$ cat src/rtl/mips32_pkg.sv
// +----------------------------------------------------------------------+
// | mips32_pkg: opcodes, instruction types and fetch FSM state encoding.  |
// | Revision: 1.0                                                         |
// +----------------------------------------------------------------------+
`default_nettype none

package mips32_pkg;

  localparam logic [5:0] OP_ADD   = 6'b000000;
  localparam logic [5:0] OP_SUB   = 6'b000001;
  localparam logic [5:0] OP_AND   = 6'b000010;
  localparam logic [5:0] OP_OR    = 6'b000011;
  localparam logic [5:0] OP_SLT   = 6'b000100;
  localparam logic [5:0] OP_MUL   = 6'b000101;
  localparam logic [5:0] OP_LW    = 6'b001000;
  localparam logic [5:0] OP_SW    = 6'b001001;
  localparam logic [5:0] OP_ADDI  = 6'b001010;
  localparam logic [5:0] OP_SUBI  = 6'b001011;
  localparam logic [5:0] OP_SLTI  = 6'b001100;
  localparam logic [5:0] OP_BNEQZ = 6'b001101;
  localparam logic [5:0] OP_BEQZ  = 6'b001110;
  localparam logic [5:0] OP_HLT   = 6'b111111;

  typedef enum logic [2:0] {
    IT_RR_ALU = 3'd0,
    IT_RM_ALU = 3'd1,
    IT_LOAD   = 3'd2,
    IT_STORE  = 3'd3,
    IT_BRANCH = 3'd4,
    IT_HALT   = 3'd5
  } instr_type_e;

  typedef enum logic [1:0] {
    FS_IDLE    = 2'd0,
    FS_REQ     = 2'd1,
    FS_DISCARD = 2'd2,
    FS_HALT    = 2'd3
  } fetch_state_e;

  function automatic logic is_hlt(input logic [5:0] opcode);
    return opcode == OP_HLT;
  endfunction

endpackage

`default_nettype wire

$ cat src/rtl/mips32_prefetch_fifo.sv
// +----------------------------------------------------------------------+
// | mips32_prefetch_fifo: DEPTH-entry FIFO with flush, combinational head.|
// | Revision: 1.0                                                         |
// +----------------------------------------------------------------------+
`default_nettype none

module mips32_prefetch_fifo #(
  parameter int DEPTH = 4,
  parameter int WIDTH = 64
) (
  input  logic                     clk1,
  input  logic                     rst,
  input  logic                     push_i,
  input  logic                     pop_i,
  input  logic                     flush_i,
  input  logic [WIDTH-1:0]         wdata_i,
  output logic [WIDTH-1:0]         rdata_o,
  output logic [$clog2(DEPTH):0]   count_o,
  output logic                     full_o,
  output logic                     empty_o
);

  localparam int AW = $clog2(DEPTH);
  localparam logic [AW:0] DEPTH_C = (AW+1)'(DEPTH);

  logic [WIDTH-1:0] mem_q [DEPTH];
  logic [AW-1:0]    wr_ptr_q;
  logic [AW-1:0]    rd_ptr_q;
  logic [AW:0]      count_q;
  logic             do_push;
  logic             do_pop;

  assign empty_o = (count_q == '0);
  assign full_o  = (count_q == DEPTH_C);
  assign do_pop  = pop_i && !empty_o;
  // A full FIFO may still take a push when the head leaves in the same cycle.
  assign do_push = push_i && (!full_o || do_pop);
  assign rdata_o = mem_q[rd_ptr_q];
  assign count_o = count_q;

  always_ff @(posedge clk1 or posedge rst) begin
    if (rst) begin
      wr_ptr_q <= '0;
      rd_ptr_q <= '0;
      count_q  <= '0;
    end else if (flush_i) begin
      wr_ptr_q <= '0;
      rd_ptr_q <= '0;
      count_q  <= '0;
    end else begin
      if (do_push) wr_ptr_q <= wr_ptr_q + 1'b1;
      if (do_pop)  rd_ptr_q <= rd_ptr_q + 1'b1;
      case ({do_push, do_pop})
        2'b10:   count_q <= count_q + 1'b1;
        2'b01:   count_q <= count_q - 1'b1;
        default: count_q <= count_q;
      endcase
    end
  end

  always_ff @(posedge clk1) begin
    if (do_push && !flush_i) mem_q[wr_ptr_q] <= wdata_i;
  end

endmodule

`default_nettype wire

$ cat src/rtl/mips32_fetch_unit.sv
// +----------------------------------------------------------------------+
// | mips32_fetch_unit: imem req/ack fetch FSM, PC, redirect and prefetch. |
// | Revision: 1.0                                                         |
// +----------------------------------------------------------------------+
`default_nettype none

module mips32_fetch_unit #(
  parameter int          DEPTH    = 4,
  parameter logic [31:0] RESET_PC = 32'h0
) (
  input  logic        clk1,
  input  logic        rst,
  input  logic        redirect_valid,
  input  logic [31:0] redirect_pc,
  output logic        imem_req,
  output logic [31:0] imem_addr,
  input  logic        imem_ack,
  input  logic [31:0] imem_rdata,
  output logic        out_valid,
  input  logic        out_ready,
  output logic [31:0] out_ir,
  output logic [31:0] out_npc,
  output logic        halted
);
  import mips32_pkg::*;

  localparam int CW = $clog2(DEPTH) + 1;
  localparam logic [CW-1:0] DEPTH_C = CW'(DEPTH);

  fetch_state_e  state_q;
  logic [31:0]   pc_q;
  logic          req_q;
  logic [31:0]   addr_q;
  logic          halted_q;

  logic [CW-1:0] count;
  logic          fifo_full;
  logic          fifo_empty;
  logic [63:0]   head;
  logic [31:0]   pc_inc;
  logic          push;
  logic          pop;
  logic [CW-1:0] count_after_push;

  assign pc_inc    = pc_q + 32'd1;
  assign out_valid = !fifo_empty && !redirect_valid;
  assign pop       = out_valid && out_ready;
  assign push      = (state_q == FS_REQ) && req_q && imem_ack && !redirect_valid;
  assign count_after_push = count + CW'(1) - CW'(pop);

  assign imem_req  = req_q;
  assign imem_addr = addr_q;
  assign halted    = halted_q;
  assign out_ir    = fifo_empty ? 32'h0 : head[63:32];
  assign out_npc   = fifo_empty ? 32'h0 : head[31:0];

  mips32_prefetch_fifo #(
    .DEPTH (DEPTH),
    .WIDTH (64)
  ) u_fifo (
    .clk1    (clk1),
    .rst     (rst),
    .push_i  (push),
    .pop_i   (pop),
    .flush_i (redirect_valid),
    .wdata_i ({imem_rdata, pc_inc}),
    .rdata_o (head),
    .count_o (count),
    .full_o  (fifo_full),
    .empty_o (fifo_empty)
  );

  always_ff @(posedge clk1 or posedge rst) begin
    if (rst) begin
      state_q  <= FS_IDLE;
      pc_q     <= RESET_PC;
      req_q    <= 1'b0;
      addr_q   <= 32'h0;
      halted_q <= 1'b0;
    end else if (redirect_valid) begin
      pc_q     <= redirect_pc;
      halted_q <= 1'b0;
      // An open handshake must finish before the new target can be requested.
      if ((state_q == FS_REQ || state_q == FS_DISCARD) && !imem_ack) begin
        state_q <= FS_DISCARD;
      end else begin
        state_q <= FS_REQ;
        req_q   <= 1'b1;
        addr_q  <= redirect_pc;
      end
    end else begin
      case (state_q)
        FS_IDLE: begin
          if (!fifo_full) begin
            state_q <= FS_REQ;
            req_q   <= 1'b1;
            addr_q  <= pc_q;
          end
        end
        FS_REQ: begin
          if (imem_ack) begin
            pc_q <= pc_inc;
            if (is_hlt(imem_rdata[31:26])) begin
              state_q  <= FS_HALT;
              req_q    <= 1'b0;
              halted_q <= 1'b1;
            end else if (count_after_push < DEPTH_C) begin
              addr_q <= pc_inc;
            end else begin
              state_q <= FS_IDLE;
              req_q   <= 1'b0;
            end
          end
        end
        FS_DISCARD: begin
          if (imem_ack) begin
            if (!fifo_full) begin
              state_q <= FS_REQ;
              addr_q  <= pc_q;
            end else begin
              state_q <= FS_IDLE;
              req_q   <= 1'b0;
            end
          end
        end
        FS_HALT: begin
          req_q <= 1'b0;
        end
        default: begin
          state_q <= FS_IDLE;
          req_q   <= 1'b0;
        end
      endcase
    end
  end

endmodule

`default_nettype wire

$ cat config.mk
export PLATFORM = sky130hd
export DESIGN_NAME = mips32_fetch_unit
export DESIGN_NICKNAME = d
export VERILOG_FILES = /design/src/rtl/mips32_pkg.sv /design/src/rtl/mips32_prefetch_fifo.sv /design/src/rtl/mips32_fetch_unit.sv
export SDC_FILE = /design/constraint.sdc
export NUM_CORES = 1
export LEC_CHECK = 0
export ABC_AREA = 1
export CORE_MARGIN = 3
export CORE_UTILIZATION = 40
export CTS_BUF_LIST = sky130_fd_sc_hd__clkbuf_4
export DETAILED_ROUTE_END_ITERATION = 6
export PLACE_DENSITY_LB_ADDON = 0.08
export SLEW_MARGIN = 20
export SYNTH_ARGS = -nofsm -noshare
export SYNTH_HDL_FRONTEND = slang
export SYNTH_SLANG_ARGS = --single-unit
$ cat constraint.sdc
create_clock -name clk1 -period 5.4 [get_ports clk1]
set_input_delay 1.35 -clock clk1 [delete_from_list [all_inputs] [get_ports clk1]]
set_output_delay 1.35 -clock clk1 [all_outputs]
set_load 0.01 [all_outputs]
==> impl_metrics.toml <==
[grt]
grtUsageTotal = 0.208
grt_pass1_wl_um = 63400
overflow = 0
grt_max_degree = 65
grt_antenna_before_repair = 1
grt_pass1_vias = 11300

[die]
start_util = 0.407
coreArea_um2 = 36700
die_w_um = 199
die-area_um2 = 39700
io_pins = 168
fp.dieH_um = 199
row_count = 70

[status]
status = "completed"

[critical_path]
cp_max_fo = 41
worstReg2RegStart = "state_q[1]"
startpoint_type = "register"
cp.required_ns = 4.05
worstSetupEndpointType = "output pin"
crit_start = "u_fifo.rd_ptr_q[0]"
r2r_cells = 9
crit_type = "register to output pin"
crit_arrival_ns = 3.23

[yosys]
yosysTopAreaCellShare = 0.515
postSynthNetCount = 1617
yosys_warnings = 0
synth_top_area_cell = "edfxtp_1"
ys_seq_elements = 331
ys_top_cells_by_area = "edfxtp_1, dfrtp_1, nor2_1, nand2_1, o21ai_0"
syn_area_um2 = 14900
seq_area_frac_synth = 0.641
synth.distinct_cells = 39
syn-instance-count = 1537
avgSynthCellArea_um2 = 9.71

[cts]
clk_latency_ns = 0.75
cts_hold_buf = 0
cts.sinks = 331
cts_tree = "done"
clockBufferDepth = 3
cts_resized = 0
cts_made_buffers = 87
cts_setup_buffers = 0
root_buffer = "clkbuf_4"
cts-htree-levels = 3
clkTransAtPathRegs_ns = 0.06

[timing]
slew_violations = 0
max_slew.worst_pin.slew_ns = 0.937
fmax_mhz = 218
skew_ns = 0.0446
setup-tns-final_ns = 0
fin_crit_ns = 4.58
setup_violations = 0
final-hold-violation-count = 0
hold_slack_ns = 0.484
min_period_over_period = 0.848
slew_headroom = 0.375
rsz0062_at_grt = "false"

[final_layout]
fin_nets = 1819
fin_util = 0.495
finalNonFillerCells = 2266
fillers = 3469
area_growth_pct = 21.7
drive_gt1_frac = 0.107

[worst_hold_path]
hold_start = "imem_addr[7]"
min_path_type = "register to register"
hold_depth = 2

[place]
place_inst = 2118
gp_congestion = 0.909
port_buffers = 167
hpwl_um = 25800

[detailed_routing]
finalWirelength_um = 41000
firstDrtPassIters = 6
vias = 11400
viasPerCell = 5.05
drtAntennaViolNets = 0
route.detailed.drc = 0
drt_iter0_markers = 826
routedWlPerCell_um = 18.1

[power_and_ir_drop]
power_frac_comb = 0.428
p_sw_w = 0.00392
peakVddDrop_mv = 0.395
p_seq_frac = 0.363
netSwitchingFraction = 0.395
p_int_w = 0.00601
power_density_nw_per_um2 = 546
clockPowerShare = 0.209
power_leakage_nw = 7.06

[job]
cap_violations = 0
[synth_stat cells (all sizes together)]
master	count
a211oi	1
a21boi	5
a21oi	103
a221oi	1
a22o	1
a22oi	8
a31oi	15
and2	7
buf	47
clkbuf	30
clkinv	1
dfrtp	75
edfxtp	256
ha	11
inv	75
nand2	303
nand3	49
nand3b	2
nand4	6
nor2	377
o211ai	1
o21a	1
o21ai	146
o21bai	3
xnor2	4
xor2	9
[per-layer routing]
metal,vias up,global-route usage,routed length (µm)
li1,5609,-,-
met1,5426,0.282,18500
met2,345,0.342,19600
met3,67,0.0395,2080
met4,0,0.0659,852
met5,-,0,0
[cell usage in the layout (no fill, tap or decap), types with 48 or more instances in the layout]
| master | Yosys | final |
|---|---|---|
| nand2_1 | 299 | 299 |
| clkdlybuf4s50_1 | 0 | 166 |
| edfxtp_1 | 256 | 256 |
| nor2_1 | 369 | 364 |
| nand3_1 | 48 | 48 |
| o21ai_0 | 138 | 138 |
| clkbuf_4 | 0 | 128 |
| a21oi_1 | 102 | 102 |
| dfrtp_1 | 75 | 73 |
| inv_1 | 72 | 69 |
[kinds of logic (layout without fill, tap and decap cells)]
family                   Yosys count  in the layout  synth area share
AO/OA/AOI/OAI                    285            285             0.102
other                              0              3                 0
XOR/XNOR                          13             13           0.00913
buffers and inverters            153            411            0.0419
flip-flops                       331            331             0.641
adder cells (fa/ha/maj)           11             11           0.00922
AND/OR/NAND/NOR                  744            744             0.197
[sequential cells by signal, indices dropped and copies added, names as in the netlist]
name / cells
u_fifo.mem_q: 256
imem_addr: 32
pc_q: 32
u_fifo.count_o: 3
state_q: 2
u_fifo.rd_ptr_q: 2
u_fifo.wr_ptr_q: 2
halted: 1
imem_req: 1
[metrics by stage]
stage	setup slack, ns	total power [W]	area (µm²)
CTS	0.681	0.0101	18200
global placement	1.46	0.00792	17100
finish	0.818	0.00993	18200
floorplan	0.218	0.00593	14900
global route	0.530	0.0107	18200
detailed placement	1.39	0.00795	17100
[power groups by stage]
stage | Sequential, W | Clock [W] | Combinational, W
after CTS | 0.00360 | 0.00216 | 0.00432
after global routing | 0.00365 | 0.00231 | 0.00472
after global placement | 0.00366 | 0 | 0.00427
final | 0.00360 | 0.00208 | 0.00424
after detailed placement | 0.00365 | 0 | 0.00430
after floorplan | 0.00360 | 0 | 0.00233
[path summary, 6_finish.rpt]
path | endpoint | slack [ns]
hold reg to reg | imem_addr[7] | 0.48
setup / recovery | out_npc[29] | 0.82
hold / removal | imem_addr[7] | 0.48
min in group asynchronous | state_q[0] | 1.13
max in group asynchronous | imem_addr[20] | 3.33
setup reg to reg | u_fifo.mem_q[2][11] | 2.63
[critical path, cell delays in order, from the launching register on]
cell             delay, ns
dfrtp_4               0.59
inv_2                 0.38
buf_4                 0.45
o21ai_0               0.15
a21oi_1               0.33
clkdlybuf4s50_1       0.61
[cell type report]
class | instances | area (µm²) | share of cell area
clock inverter | 17 | 82.6 | 0.00455
antenna | 3 | 7.51 | 0.000413
sequential | 331 | 9570 | 0.527
multi-input combinational | 1053 | 4770 | 0.263
clock buffer | 128 | 961 | 0.0529
timing repair buffer | 190 | 1900 | 0.105
inverter | 76 | 287 | 0.0158
tap | 468 | 586 | 0.0322
(Power assumes the default switching activity.)
